--- src/rtl/seq_masked_reduce_or.sv ---
// Multi-cycle OR reduction of a wide vector with per-bit constant overrides.
// Constant bits (in_msk=1) contribute in_val; other bits contribute in_a.
// Constant ones, fully masked operands and a hit in chunk 0 resolve in the
// accept cycle. Otherwise the remaining chunks are scanned CHUNK bits per
// cycle, and the scan stops at the first set bit. The result is held on a
// valid/ready output until the consumer takes it.
module seq_masked_reduce_or #(
    parameter int A_WIDTH = 16,
    parameter int CHUNK   = 4
) (
    input  logic               clk,
    input  logic               rst,
    input  logic               in_valid,
    output logic               in_ready,
    input  logic [A_WIDTH-1:0] in_a,
    input  logic [A_WIDTH-1:0] in_msk,
    input  logic [A_WIDTH-1:0] in_val,
    output logic               out_valid,
    input  logic               out_ready,
    output logic               out_y,
    output logic               out_early
);

    localparam int NCHUNK = (A_WIDTH + CHUNK - 1) / CHUNK;
    localparam int IDX_W  = $clog2(NCHUNK + 1);
    localparam logic [IDX_W-1:0]   LAST_IDX = IDX_W'(NCHUNK - 1);
    localparam logic [A_WIDTH-1:0] LOW_MASK = {A_WIDTH{1'b1}} >> (A_WIDTH - CHUNK);
    // A hit in chunk 0 is early only when more chunks exist behind it.
    localparam logic EARLY0 = (NCHUNK > 1) ? 1'b1 : 1'b0;

    typedef enum logic [1:0] {
        IDLE = 2'd0,
        SCAN = 2'd1,
        DONE = 2'd2
    } state_t;

    state_t               state_r, state_nxt_s;
    logic [IDX_W-1:0]     idx_r, idx_nxt_s;
    logic [A_WIDTH-1:0]   a_r, a_nxt_s;
    logic                 y_r, y_nxt_s;
    logic                 early_r, early_nxt_s;
    logic                 valid_r;

    logic [A_WIDTH-1:0]   in_eff_s;
    logic                 const_one_s;
    logic                 all_msk_s;
    logic                 in_hit_s;
    logic [A_WIDTH-1:0]   shifted_s;
    logic                 scan_hit_s;

    // Operand decode and chunk selection. Shifting right brings in zeros,
    // so positions past A_WIDTH in the last chunk read as 0.
    always_comb begin
        in_eff_s    = in_a & ~in_msk;
        const_one_s = |(in_msk & in_val);
        all_msk_s   = &in_msk;
        in_hit_s    = |(in_eff_s & LOW_MASK);
        shifted_s   = a_r >> (int'(idx_r) * CHUNK);
        scan_hit_s  = |(shifted_s & LOW_MASK);
    end

    // Next-state and result logic.
    always_comb begin
        state_nxt_s = state_r;
        idx_nxt_s   = idx_r;
        a_nxt_s     = a_r;
        y_nxt_s     = y_r;
        early_nxt_s = early_r;
        case (state_r)
            IDLE: begin
                if (in_valid) begin
                    a_nxt_s   = in_eff_s;
                    idx_nxt_s = '0;
                    if (const_one_s) begin
                        state_nxt_s = DONE;
                        y_nxt_s     = 1'b1;
                        early_nxt_s = 1'b1;
                    end else if (all_msk_s) begin
                        state_nxt_s = DONE;
                        y_nxt_s     = 1'b0;
                        early_nxt_s = 1'b0;
                    end else if (in_hit_s) begin
                        state_nxt_s = DONE;
                        y_nxt_s     = 1'b1;
                        early_nxt_s = EARLY0;
                    end else if (NCHUNK == 1) begin
                        state_nxt_s = DONE;
                        y_nxt_s     = 1'b0;
                        early_nxt_s = 1'b0;
                    end else begin
                        // Chunk 0 was checked in the accept cycle.
                        state_nxt_s = SCAN;
                        idx_nxt_s   = IDX_W'(1);
                        y_nxt_s     = 1'b0;
                        early_nxt_s = 1'b0;
                    end
                end else begin
                    state_nxt_s = IDLE;
                end
            end
            SCAN: begin
                if (scan_hit_s) begin
                    state_nxt_s = DONE;
                    y_nxt_s     = 1'b1;
                    early_nxt_s = (idx_r != LAST_IDX);
                end else if (idx_r == LAST_IDX) begin
                    state_nxt_s = DONE;
                    y_nxt_s     = 1'b0;
                    early_nxt_s = 1'b0;
                end else begin
                    idx_nxt_s = idx_r + IDX_W'(1);
                end
            end
            DONE: begin
                if (out_ready) begin
                    state_nxt_s = IDLE;
                end else begin
                    state_nxt_s = DONE;
                end
            end
            default: begin
                state_nxt_s = IDLE;
            end
        endcase
    end

    // State, operand and registered-output update.
    always_ff @(posedge clk or posedge rst) begin
        if (rst) begin
            state_r <= IDLE;
            idx_r   <= '0;
            a_r     <= '0;
            y_r     <= 1'b0;
            early_r <= 1'b0;
            valid_r <= 1'b0;
        end else begin
            state_r <= state_nxt_s;
            idx_r   <= idx_nxt_s;
            a_r     <= a_nxt_s;
            y_r     <= y_nxt_s;
            early_r <= early_nxt_s;
            valid_r <= (state_nxt_s == DONE);
        end
    end

    assign in_ready  = (state_r == IDLE);
    assign out_valid = valid_r;
    assign out_y     = y_r;
    assign out_early = early_r;

endmodule

--- config.mk ---
export PLATFORM = sky130hd
export DESIGN_NAME = seq_masked_reduce_or
export DESIGN_NICKNAME = d
export VERILOG_FILES = /design/src/rtl/seq_masked_reduce_or.sv
export SDC_FILE = /design/constraint.sdc
export NUM_CORES = 1
export LEC_CHECK = 0
export BUFFER_PORTS_ARGS = -buffer_cell sky130_fd_sc_hd__buf_4
export CORE_MARGIN = 1
export CORE_UTILIZATION = 47
export CTS_BUF_LIST = sky130_fd_sc_hd__clkbuf_16
export DETAILED_ROUTE_END_ITERATION = 7
export PLACE_DENSITY = 0.79
export SYNTH_ARGS = -nofsm -noshare
export SYNTH_HDL_FRONTEND = slang
export SYNTH_SLANG_ARGS = --single-unit
--- constraint.sdc ---
create_clock -name clk -period 2.5 [get_ports clk]
set_clock_uncertainty 0.05 [all_clocks]
set_input_delay 0.125 -clock clk [delete_from_list [all_inputs] [get_ports clk]]
set_output_delay 0.125 -clock clk [all_outputs]
set_load 0.01 [all_outputs]
Word-level counts from Yosys, hierarchy flattened
Cells that the tools add are included.
{"block": "totals", "input_bits": 52, "elab_cells": 53, "out_inout_bits": 4, "ff_bits": 24}
{"block": "classes", "n_mux": 24, "reduce_logical": 9, "add_sub_neg": 1, "n_shift": 1, "n_bitwise": 3, "eq_ne": 9}
{"op": "AND 16 bit", "n": 2}
{"op": "inverter 16 bit", "n": 1}
{"op": "AND reduction 16 bit", "n": 1}
{"op": "OR reduction 16 bit", "n": 1}
{"op": ">> shifter 16 x 5 -> 4 bit", "n": 1}
{"op": "two-way mux 2 bit", "n": 7}
{"op": "two-way mux 1 bit", "n": 10}
{"op": "two-way mux 3 bit", "n": 3}
{"op": "OR reduction 4 bit", "n": 2}
{"op": "inequality test 2 bit, second input constant", "n": 3}
{"op": "one-hot mux 2 bit (3 select lines)", "n": 1}
{"op": "one-hot mux 3 bit (2 select lines)", "n": 1}
{"op": "equality test 2 bit, second input constant", "n": 2}
{"op": "one-hot mux 1 bit (2 select lines)", "n": 2}
{"op": "AND reduction 4 bit", "n": 1}
{"op": "adder 3 x 1 -> 3 bit, second input constant", "n": 1}
{"op": "equality test 3 x 2 -> 1 bit, second input constant", "n": 1}
{"op": "inequality test 3 x 2 -> 1 bit, second input constant", "n": 1}
{"op": "inequality test 3 bit, second input constant", "n": 1}
{"op": "AND reduction 3 bit", "n": 1}
{"op": "equality test 2 x 1 -> 1 bit, second input constant", "n": 1}
{"op": "zero test 2 bit", "n": 1}
{"op": "AND reduction 2 bit", "n": 1}
{"op": "nonzero test 2 bit", "n": 1}

Depth between registers and ports, before layout
{"block": "depth", "depth_word": 9, "ltp_mapped": 6, "depth_no_buf": 6}

Worst setup path before layout
No wires, ideal clock.
{"block": "synth_path", "path_type": "register -> register", "from": "register a_r[5]", "to": "register idx_r[2]", "required_time_ns": 2.325, "slack_ns": 0.660, "setup_ns": 0.125, "period_less_slack_ns": 1.840, "path_stages_with_launch": 6, "path_buffers": 0, "arrival_ns": 1.665, "path_cell_list": "dfrtp_1 -> or4b_1 -> nor3_2 -> nor4_1 -> or2_4 -> mux2_4"}
{"block": "synth_between", "elab_chain_cells": 4}
{"item": "start, declared", "line": "39", "rtl": "logic [A_WIDTH-1:0] a_r, a_nxt_s;"}
{"item": "start signal, assigned", "line": "139", "rtl": "a_r <= a_nxt_s;"}
{"item": ">> shifter 16 x 5 -> 4 bit", "line": "58", "rtl": "shifted_s = a_r >> (int'(idx_r) * CHUNK);"}
{"item": "OR reduction 4 bit", "line": "59", "rtl": "scan_hit_s = |(shifted_s & LOW_MASK);"}
{"item": "inequality test 2 bit (no source line)"}
{"item": "AND reduction 4 bit (no source line)"}
{"item": "end signal, assigned", "line": "138", "rtl": "idx_r <= idx_nxt_s;"}
{"item": "end, declared", "line": "38", "rtl": "logic [IDX_W-1:0] idx_r, idx_nxt_s;"}
Every way passes these cells.
A chain may end at the register's enable or synchronous reset.

Worst setup path after layout
{"block": "layout_path", "from": "register idx_r[1]", "to": "register idx_r[2]"}
{"block": "layout_between", "elab_chain_cells": 4, "elab_cells_between_ends": 10, "classes_between": "1 x add/sub; 3 x eq/ne; 1 x shift; 3 x mux; 2 x reduce/logical"}
{"item": ">> shifter 16 x 5 -> 4 bit or adder 3 x 1 -> 3 bit (tied branches)", "line": "58, 111"}
{"item": "OR reduction 4 bit or two-way mux 3 bit (tied branches)", "line": "59, 106"}
{"item": "inequality test 2 bit (no source line) or two-way mux 3 bit (tied branches)"}
{"item": "AND reduction 4 bit (no source line) or one-hot mux 3 bit (2 select lines) (tied branches)"}
Parallel ways exist; a longest one is shown, timed or not. The select of a mux whose other input is x is not followed.

==> metrics.txt <==
cell row count=18; Routed WL=3170 microns; clk buf depth=2; post-CTS setup buffer count=0; GRT overflow=0; CTS resizes=0; Synth Warn #=0; wire length of the first global-routing pass=4940 microns; Detailed Routing Iterations Pass 1=4; number of flops mapped to enable cells by yosys=0; synth unique cells=28; area leader, netlist=dfrtp_1; Area Growth Syn to Fin=39.9%; io pins=56; Synth Flop Type=dfrtp_1; post-synthesis compound-gate area fraction=0.190; DRC errors left=0; core area=2540 sq um; Worst Path Required=2590 ps; RSZ-0062 raised after global routing=false; CTS tree=built; Global Route Usage Sum=0.234; Max VDD drop=0.443 mV; Die ar.=2990 sq um; Synth Area in XOR/XNOR=0; CTS clock-pin slew for the worst setup and hold paths=60 ps; Wirelength per Cell=13.7 microns; DRT antenna net count=0; cell area after synthesis=1310 sq um; via/cell ratio=5.54; setup slack after layout=426 ps; number of H-tree levels=1; DP HPWL=2600 microns; # diodes=0; Hold Crit Class=in -> async; Vias=1286; largest net degree at the start of global routing=35; multiplexer share of the synthesized area=0.0115; Period Utilization, post-route=0.830; Simple-Gate Fraction of Synth Area=0.294; post-layout minimum cycle time=2070 ps; Pleak=0.000887 uW; Hold Buf Count CTS=0; worst skew pair latency=250 ps; combinational family with the most area after synthesis=simple AND/OR/NAND/NOR gates; Port Buffers=55; chip width=54.7 microns; Post-Place Setup Slack=504 ps; synthesized flop and latch total=24; share of the synthesized area in the top cell type=0.460; Mean Syn Cell Area=8.95 sq um; max cap viols=0; antenna violations before repair=0; slew margin rel.=0.413; count of pins over their slew limit=0; vias in the first global route=1231; status=finished, final reports clean; Total Neg Setup Slack=0 ps; Placer Congestion=0.813; Worst Path Class, Setup=reg -> reg; fillcell total=193; Worst setup EP type=flop; setup violators final=0; Nets=258; Worst setup SP type=flop; initial drt markers=29; CP arrival=2160 ps; pwr dens=577 nW/um^2; Initial Util=0.513; sequential fraction of the synthesis area=0.460; Max Freq=0.482 GHz; Sink Count=24; async set or reset register ratio after synthesis=1.00; share of layout cells above drive strength 1=0.317; Synth area leaders=dfrtp_1, nand2b_1, o21ai_0; Root Buffer=clkbuf_16; Die Ht=54.7 microns; TritonCTS Buffers=3; measured slew at the worst slew-check pin=879 ps; CP Max Fanout=6; Post-Synth Adder-Cell Area=0.0192; Hold Violations, Final=0; synth cell count leaders=dfrtp_1, nand2_1, nand2b_1, o21ai_0, a22oi_1; synthesized net count=200; Mapped Cells=146
## sequential cells by signal, indices dropped and copies added, names as in the netlist
name and cells:
a_r 16, out_y 1, idx_r 3, out_valid 1, out_early 1, state_r 2
## report_power, final
| part | internal, uW | switching (uW) |
|---|---|---|
| clock | 211 | 123 |
| sequential | 443 | 32.9 |
| combinational | 127 | 117 |
## cell families after synthesis
logic type               Yosys count
AO/OA/AOI/OAI                     40
adder cells (fa/ha/maj)            2
AND/OR/NAND/NOR                   70
flip-flops                        24
buffers and inverters              9
multiplexers                       1
## path summary, 6_finish.rpt
path                                        end  depth (start not counted)            startpoint  slack (ps)
max                        idx_r[2]$_DFFE_PP0P_                          5  idx_r[1]$_DFFE_PP0P_         430
min                        idx_r[0]$_DFFE_PP0P_                          2                   rst          10
max reg2reg                idx_r[2]$_DFFE_PP0P_                          5  idx_r[1]$_DFFE_PP0P_         430
min reg2reg                 a_r[15]$_DFFE_PP0P_                          2   a_r[15]$_DFFE_PP0P_         430
max in group asynchronous  state_r[1]$_DFF_PP0_                          2                   rst        1850
min in group clk             a_r[9]$_DFFE_PP0P_                          3               in_a[9]          80
## critical path: stages, from the launching register on
cell     delay, ps
dfrtp_1        450
nor4b_1        190
a211o_1        310
nor4_1         420
or2_4          240
mux2_4         290
## stage by stage
step | instances | hold slack (ps) | util | instance area, sq um | total power, uW
after floorplan | 146 | 89.6 | - | 1310 | 603
after global placement | 229 | 301 | 0.689 | 1750 | 721
after detailed placement | 229 | 307 | 0.689 | 1750 | 727
after CTS | 232 | 41.3 | 0.718 | 1830 | 1060
after global routing | 232 | 99.5 | 0.718 | 1830 | 1110
final | 232 | 10.1 | 0.718 | 1830 | 1050
## placed cells by master (no fill, tap or decap)
master     Yosys  final
nor3b_1        1      1
a21o_1         2      2
or4b_1         1      1
nor2_1         7      7
nor4_1         3      3
nand4bb_1      1      1
o21ai_0       18     18
a21oi_1        3      3
ha_1           2      2
o41ai_1        1      1
o21ai_1        1      1
a31oi_1        2      2
or2_4          1      1
o311ai_1       1      1
a211o_1        2      2
nand2b_1      18     18
clkbuf_16      0      3
nand2_1       24     24
nor3_2         3      3
mux2_4         1      1
nand4_1        4      4
a22oi_1       10     10
buf_4          0     56
dfrtp_1       24     24
nand3_1        2      2
nor3_1         2      2
inv_1          6      6
or4_1          2      2
nor4b_1        1      1
## routing by layer
metal	part of all wire	global-route usage
met1	0.43	0.290
met2	0.49	0.400
met3	0.068	0.0361
met4	0.016	0.0940
met5	0	0
## cell type report
type,instances,area (sq um),area share
Tap cell,30,37.5,0.0205
Multi-Input combinational cell,113,672,0.368
Timing Repair Buffer,56,420,0.230
Inverter,6,22.5,0.0123
Sequential cell,24,601,0.329
Clock buffer,3,75.1,0.0411
Note: power is estimated with default switching activity, not from simulation.
